### config.mk
export PLATFORM = sky130hd
export DESIGN_NAME = seq_core_write_back_stage
export DESIGN_NICKNAME = d
export VERILOG_FILES = /design/src/rtl/seq_core_write_back_stage.sv
export SDC_FILE = /design/constraint.sdc
export NUM_CORES = 1
export LEC_CHECK = 0
export ABC_CLOCK_PERIOD_IN_PS = 2300
export BUFFER_PORTS_ARGS = -buffer_cell sky130_fd_sc_hd__buf_4
export CORE_MARGIN = 8
export CORE_UTILIZATION = 47
export DETAILED_ROUTE_END_ITERATION = 10
export GPL_ROUTABILITY_DRIVEN = 0
export HOLD_SLACK_MARGIN = 0.1
export PLACE_DENSITY = 0.87
export SLEW_MARGIN = 20
export SYNTH_ARGS = -nofsm -noshare
export SYNTH_HDL_FRONTEND = slang
export SYNTH_SLANG_ARGS = --single-unit
### constraint.sdc
create_clock -name clk -period 2.3 [get_ports clk]
set_input_delay 0.115 -clock clk [delete_from_list [all_inputs] [get_ports clk]]
set_output_delay 0.115 -clock clk [all_outputs]
set_load 0.02 [all_outputs]
### src/rtl/seq_core_write_back_stage.sv
// seq_core_write_back_stage
// Final pipeline stage of the sequential core. It picks either load data or the
// ALU result, drives the register-file write port from a pipeline register,
// stalls upstream while a load is outstanding, and turns taken jumps into a
// multi-cycle flush pulse that squashes the instructions arriving behind them.
module seq_core_write_back_stage #(
  parameter int D_SIZE       = 32,
  parameter int A_SIZE       = 3,
  parameter int FLUSH_CYCLES = 2,
  parameter int ZERO_REG_EN  = 0,
  parameter int CNT_SIZE     = 16
) (
  input  logic              clk,
  input  logic              rst_n,
  input  logic              in_valid,
  input  logic              in_read,
  input  logic              in_write_en,
  input  logic [A_SIZE-1:0] in_dst,
  input  logic [D_SIZE-1:0] in_result,
  input  logic              in_pc_load,
  input  logic              in_pc_loadr,
  input  logic [D_SIZE-1:0] data_in,
  input  logic              data_valid,
  output logic              stall,
  output logic              wb_en,
  output logic [A_SIZE-1:0] wb_addr,
  output logic [D_SIZE-1:0] wb_data,
  output logic              pc_flush,
  output logic [CNT_SIZE-1:0] retired
);

  localparam int FW = $clog2(FLUSH_CYCLES + 1);
  localparam logic [FW-1:0]       FLUSH_LOAD = FW'(FLUSH_CYCLES);
  localparam logic [FW-1:0]       FLUSH_ONE  = FW'(1);
  localparam logic [CNT_SIZE-1:0] CNT_ONE    = CNT_SIZE'(1);

  typedef enum logic {
    IDLE      = 1'b0,
    LOAD_WAIT = 1'b1
  } state_e;

  state_e state_q, state_d;

  logic [A_SIZE-1:0]   loadDst_q, loadDst_d;
  logic [FW-1:0]       flushCnt_q, flushCnt_d;
  logic                wbEn_q, wbEn_d;
  logic [A_SIZE-1:0]   wbAddr_q, wbAddr_d;
  logic [D_SIZE-1:0]   wbData_q, wbData_d;
  logic [CNT_SIZE-1:0] retired_q, retired_d;

  logic accept;
  logic take;
  logic loadDone;

  // Writes to register 0 are dropped when the core treats r0 as hard-wired zero.
  function automatic logic dstAllowed(input logic [A_SIZE-1:0] dst);
    return !((ZERO_REG_EN != 0) && (dst == '0));
  endfunction

  // An instruction is taken only when the stage is free and no flush is in progress.
  assign accept   = in_valid && (state_q == IDLE);
  assign take     = accept && !pc_flush;
  assign loadDone = (state_q == LOAD_WAIT) && data_valid;
  assign pc_flush = (flushCnt_q != '0);

  // State register.
  always_ff @(posedge clk or negedge rst_n) begin
    if (!rst_n) begin
      state_q <= IDLE;
    end else begin
      state_q <= state_d;
    end
  end

  // Next-state logic: loads park in LOAD_WAIT until memory returns data.
  always_comb begin
    state_d = state_q;
    unique case (state_q)
      IDLE: begin
        if (take && in_read) begin
          state_d = LOAD_WAIT;
        end
      end
      LOAD_WAIT: begin
        if (data_valid) begin
          state_d = IDLE;
        end
      end
      default: state_d = IDLE;
    endcase
  end

  // FSM outputs: upstream holds while a load is outstanding.
  always_comb begin
    stall = (state_q == LOAD_WAIT);
  end

  // Datapath next-state: write port, latched load destination, flush counter, retire count.
  always_comb begin
    loadDst_d  = loadDst_q;
    flushCnt_d = pc_flush ? (flushCnt_q - FLUSH_ONE) : flushCnt_q;
    wbEn_d     = 1'b0;
    wbAddr_d   = wbAddr_q;
    wbData_d   = '0;
    retired_d  = retired_q;

    if (take) begin
      if (in_pc_load || in_pc_loadr) begin
        flushCnt_d = FLUSH_LOAD;
      end
      if (in_read) begin
        loadDst_d = in_dst;
      end else begin
        retired_d = retired_q + CNT_ONE;
        if (in_write_en && dstAllowed(in_dst)) begin
          wbEn_d   = 1'b1;
          wbAddr_d = in_dst;
          wbData_d = in_result;
        end
      end
    end

    if (loadDone) begin
      retired_d = retired_q + CNT_ONE;
      if (dstAllowed(loadDst_q)) begin
        wbEn_d   = 1'b1;
        wbAddr_d = loadDst_q;
        wbData_d = data_in;
      end
    end
  end

  // Datapath registers; reset abandons any outstanding load without writing.
  always_ff @(posedge clk or negedge rst_n) begin
    if (!rst_n) begin
      loadDst_q  <= '0;
      flushCnt_q <= '0;
      wbEn_q     <= 1'b0;
      wbAddr_q   <= '0;
      wbData_q   <= '0;
      retired_q  <= '0;
    end else begin
      loadDst_q  <= loadDst_d;
      flushCnt_q <= flushCnt_d;
      wbEn_q     <= wbEn_d;
      wbAddr_q   <= wbAddr_d;
      wbData_q   <= wbData_d;
      retired_q  <= retired_d;
    end
  end

  assign wb_en   = wbEn_q;
  assign wb_addr = wbAddr_q;
  assign wb_data = wbData_q;
  assign retired = retired_q;

endmodule
==> results by group <==
Synth
  – Largest family of logic cells by synthesized area: compound AO/OA/AOI/OAI gates
  – Sequential share of the synthesized area: 63.1%
  – Cells after Synth: 181
  – Yosys warning total: 0
  – Netlist cell types: 29
  – Mapped Avg Cell Area: 12.7 um2
  – Synth Area in XOR/XNOR: 5.71%
  – Mux cell area share after synthesis: 1.47%
  – Post-Syn Area: 2300 um2
  – Synth Area in Simple Gates: 11.7%
  – Area share of fa/ha/maj cells after synthesis: 0.544%
  – Share of the synthesized area in compound gates (AO/OA/AOI/OAI): 14.7%
  – Synthesized flop and latch total: 58
  – Syn_nets: 257

Floorplanning
  – IO Pins: 129
  – # rows: 25
  – Die H: 86.0 um
  – Die width: 86.0 um
  – Core Area: 4720 um2
  – Die footprint: 7390 um2
  – Initial Util: 48.7%

Place
  – PortBufs: 128
  – HPWL Detailed: 5030 um
  – Worst slack, placed: 0.412 ns

STA
  – Slew HR: 52.5%
  – Fin Hold WS: 0.170 ns
  – RSZ-0062 raised after global routing: no
  – Final hold violation count: 0
  – Tcrit/Tclk final: 96.2%
  – Setup Viol. Count Final: 0
  – Setup Skew: 0.0107 ns
  – Crit path time final: 2.21 ns
  – Worst-Margin Slew: 0.713 ns
  – Final WS setup: 0.0871 ns
  – Achievable Freq: 0.452 GHz
  – Total negative slack: 0 ns
  – Final Max Slew Viols: 0

Min path
  – WHS Path Cells: 3
  – Min-Delay Startpoint: in_read
  – Min-Delay Endpoint: stall$_DFF_PN0_
  – Hold Path Class: input pin to flip-flop

GRT
  – Largest net degree at the start of global routing: 59
  – GRT overflow: 0
  – Routing usage on met1: 27.3%
  – Initial antenna violation count: 1
  – Top Usage Layer GRT: met2
  – GRT met2 Usage: 47.9%
  – Met3 usage: 8.60%
  – Vias in the first global route: 2679
  – GR Util All Layers: 26.8%
  – First-pass GRT wire length: 14900 um

Drt
  – DR pass1 iterations: 4
  – Via count: 2427
  – Vias/cell: 5.35
  – DRC: 0
  – Post-DR wirelength/cell: 21.8 um
  – DR iter-0 viols: 180
  – Final WL: 9910 um
  – Post-route antenna net violation count: 0

Setup path
  – Critical-path cell list: nor4_4 > and3_2 > a22o_1 > dlygate4sd3_1
  – CP top delay family: simple AND/OR/NAND/NOR gates
  – Worst R2R Path Depth: 4
  – Worst setup SP type: flip-flop
  – CP Capture Type: flip-flop
  – R2R Path Start: stall$_DFF_PN0_
  – CP max stage cell: dlygate4sd3_1
  – Peak fanout along the critical path: 13
  – Critical R2R Capture: wb_data[19]$_DFF_PN0_
  – Critical Path AT: 2.48 ns
  – CP max stage delay: 0.55 ns
  – Reg2reg setup slack: 0.09 ns
  – Buffer and inverter count on the worst path: 1
  – Critical path class: flip-flop to flip-flop
  – CP Launch Point: stall$_DFF_PN0_
  – Req. time, crit path: 2.57 ns

Flow run
  – Max cap viols: 0

Clocking
  – Clock sink count: 58
  – Htree depth: 3
  – Clock transition at path regs: 0.07 ns
  – CTS max path bufs: 2
  – Post-CTS setup buffer count: 0
  – Worst-skew pair later-pin latency: 0.33 ns
  – Root Buffer: clkbuf_8
  – CTS tree: yes
  – CTS Buf Count: 9

Finish
  – Fill cell count: 216
  – Layout cell share with drive strength beyond 1: 38.9%
  – Register Area: 1450 um2
  – Final net count: 460
  – P&R area growth vs syn: 81.0%
  – Footprint of the multi-input gates: 797 um2

Power and ir drop
  – Peak VDD IR: 0.000669 V
  – Pwr Density: 867 nW/um2
  – Leakage: 0.00215 uW

Run status
  – Outcome: finished clean
worst max path at each step:
stage	end	slack [ns]	cells past startpoint
after global routing	wb_data[6]$_DFF_PN0_	0.02	4
after CTS	wb_data[15]$_DFF_PN0_	0.03	4
after floorplan	retired[11]$_DFFE_PN0P_	0.65	5
after global placement	wb_data[25]$_DFF_PN0_	0.48	4
after detailed placement	wb_data[29]$_DFF_PN0_	0.41	4
final	wb_data[19]$_DFF_PN0_	0.09	4
where the power goes:
part,switching (uW),internal [uW],leakage [uW]
Sequential,209,1250,0.000766
Combinational,715,681,0.00132
Clock,388,373,0.0000722
Total,1310,2300,0.00215
Yosys cell counts:
| library cell | count | share of area (%) |
|---|---|---|
| clkbuf_1 | 4 | 0.65 |
| nor4_4 | 1 | 0.92 |
| clkbuf_8 | 1 | 0.60 |
| a21oi_1 | 6 | 1.3 |
| nor4_1 | 3 | 0.82 |
| ha_1 | 1 | 0.54 |
| buf_6 | 1 | 0.49 |
| nor3b_1 | 1 | 0.33 |
| dfrtp_1 | 58 | 63 |
| nand3_1 | 8 | 1.7 |
| a21oi_2 | 1 | 0.38 |
| or2_2 | 1 | 0.27 |
| and3_1 | 1 | 0.27 |
| xnor2_1 | 6 | 2.3 |
| nor3_1 | 4 | 0.87 |
| mux2_2 | 3 | 1.5 |
| nand4_1 | 6 | 1.6 |
| a21o_2 | 1 | 0.38 |
| buf_2 | 4 | 0.87 |
| nand2_1 | 15 | 2.4 |
| inv_1 | 1 | 0.16 |
| nor4b_1 | 1 | 0.38 |
| and2_2 | 1 | 0.33 |
| xor2_1 | 9 | 3.4 |
| and3_2 | 1 | 0.33 |
| nor2_1 | 7 | 1.1 |
| nor2b_1 | 1 | 0.27 |
| a22o_1 | 32 | 12 |
| o21ai_0 | 2 | 0.44 |
registers in the layout, indices dropped and copies added, names as in the netlist:
name        count
flushCnt_q      2
stall           1
wb_data        32
wb_en           1
loadDst_q       3
wb_addr         3
retired        16
area by class of cell:
cell class	instances	share of cell area [%]
clock buffers	12	3.24
repair buffers	201	40.5
flip-flops and latches	58	34.8
multi-input cells	113	19.1
diodes	1	0.0601
clock inverters	1	0.120
inverters	1	0.0901
well taps	67	2.01
what timing repair did:
action | 4_1_cts | 5_1_grt
endpoints found under the hold margin | 97 | 0
hold buffers | 71 | 0
resized for setup | 0 | 1
endpoints found under the setup margin | 0 | 23
through the flow:
stage               utilization (%)  area, um2  std cells  power, uW
floorplan                         -       2300        181       2080
global placement               69.9       3300        368       2580
detailed placement             69.9       3300        368       2610
CTS                            87.9       4150        452       3500
global route                   88.2       4170        454       3770
finish                         88.2       4170        454       3610
per-layer routing:
layer,up-vias,part of all wire (%)
met2,147,55
met5,-,0
met3,35,7.2
li1,1062,-
met4,0,3.9
met1,1183,34
layout by cell type, fill, tap and decap left out, types with 4 or more instances in the layout:
master / synthesis / routed
buf_4: 0 / 130
dlygate4sd3_1: 0 / 71
dfrtp_1: 58 / 58
a22o_1: 32 / 32
nand2_1: 15 / 15
xor2_1: 9 / 9
clkbuf_8: 1 / 9
nand3_1: 8 / 8
nor2_1: 7 / 7
nand4_1: 6 / 6
xnor2_1: 6 / 6
a21oi_1: 6 / 6
nor3_1: 4 / 4
tightest hold or removal path, delay by kind of cell:
family	cells	cell delay, ns
simple gates	1	0.12
compound gates	1	0.12
buf+inv	1	0.10
logic make-up after synthesis:
family                     Yosys count
DFF                                 58
and+or+nand+nor                     51
AOI/OAI and AO/OA                   42
xor gates and xnor gates            15
buffers and inverters               11
muxes                                3
adders and majority gates            1
No activity file was read; power rests on OpenSTA's default activity.
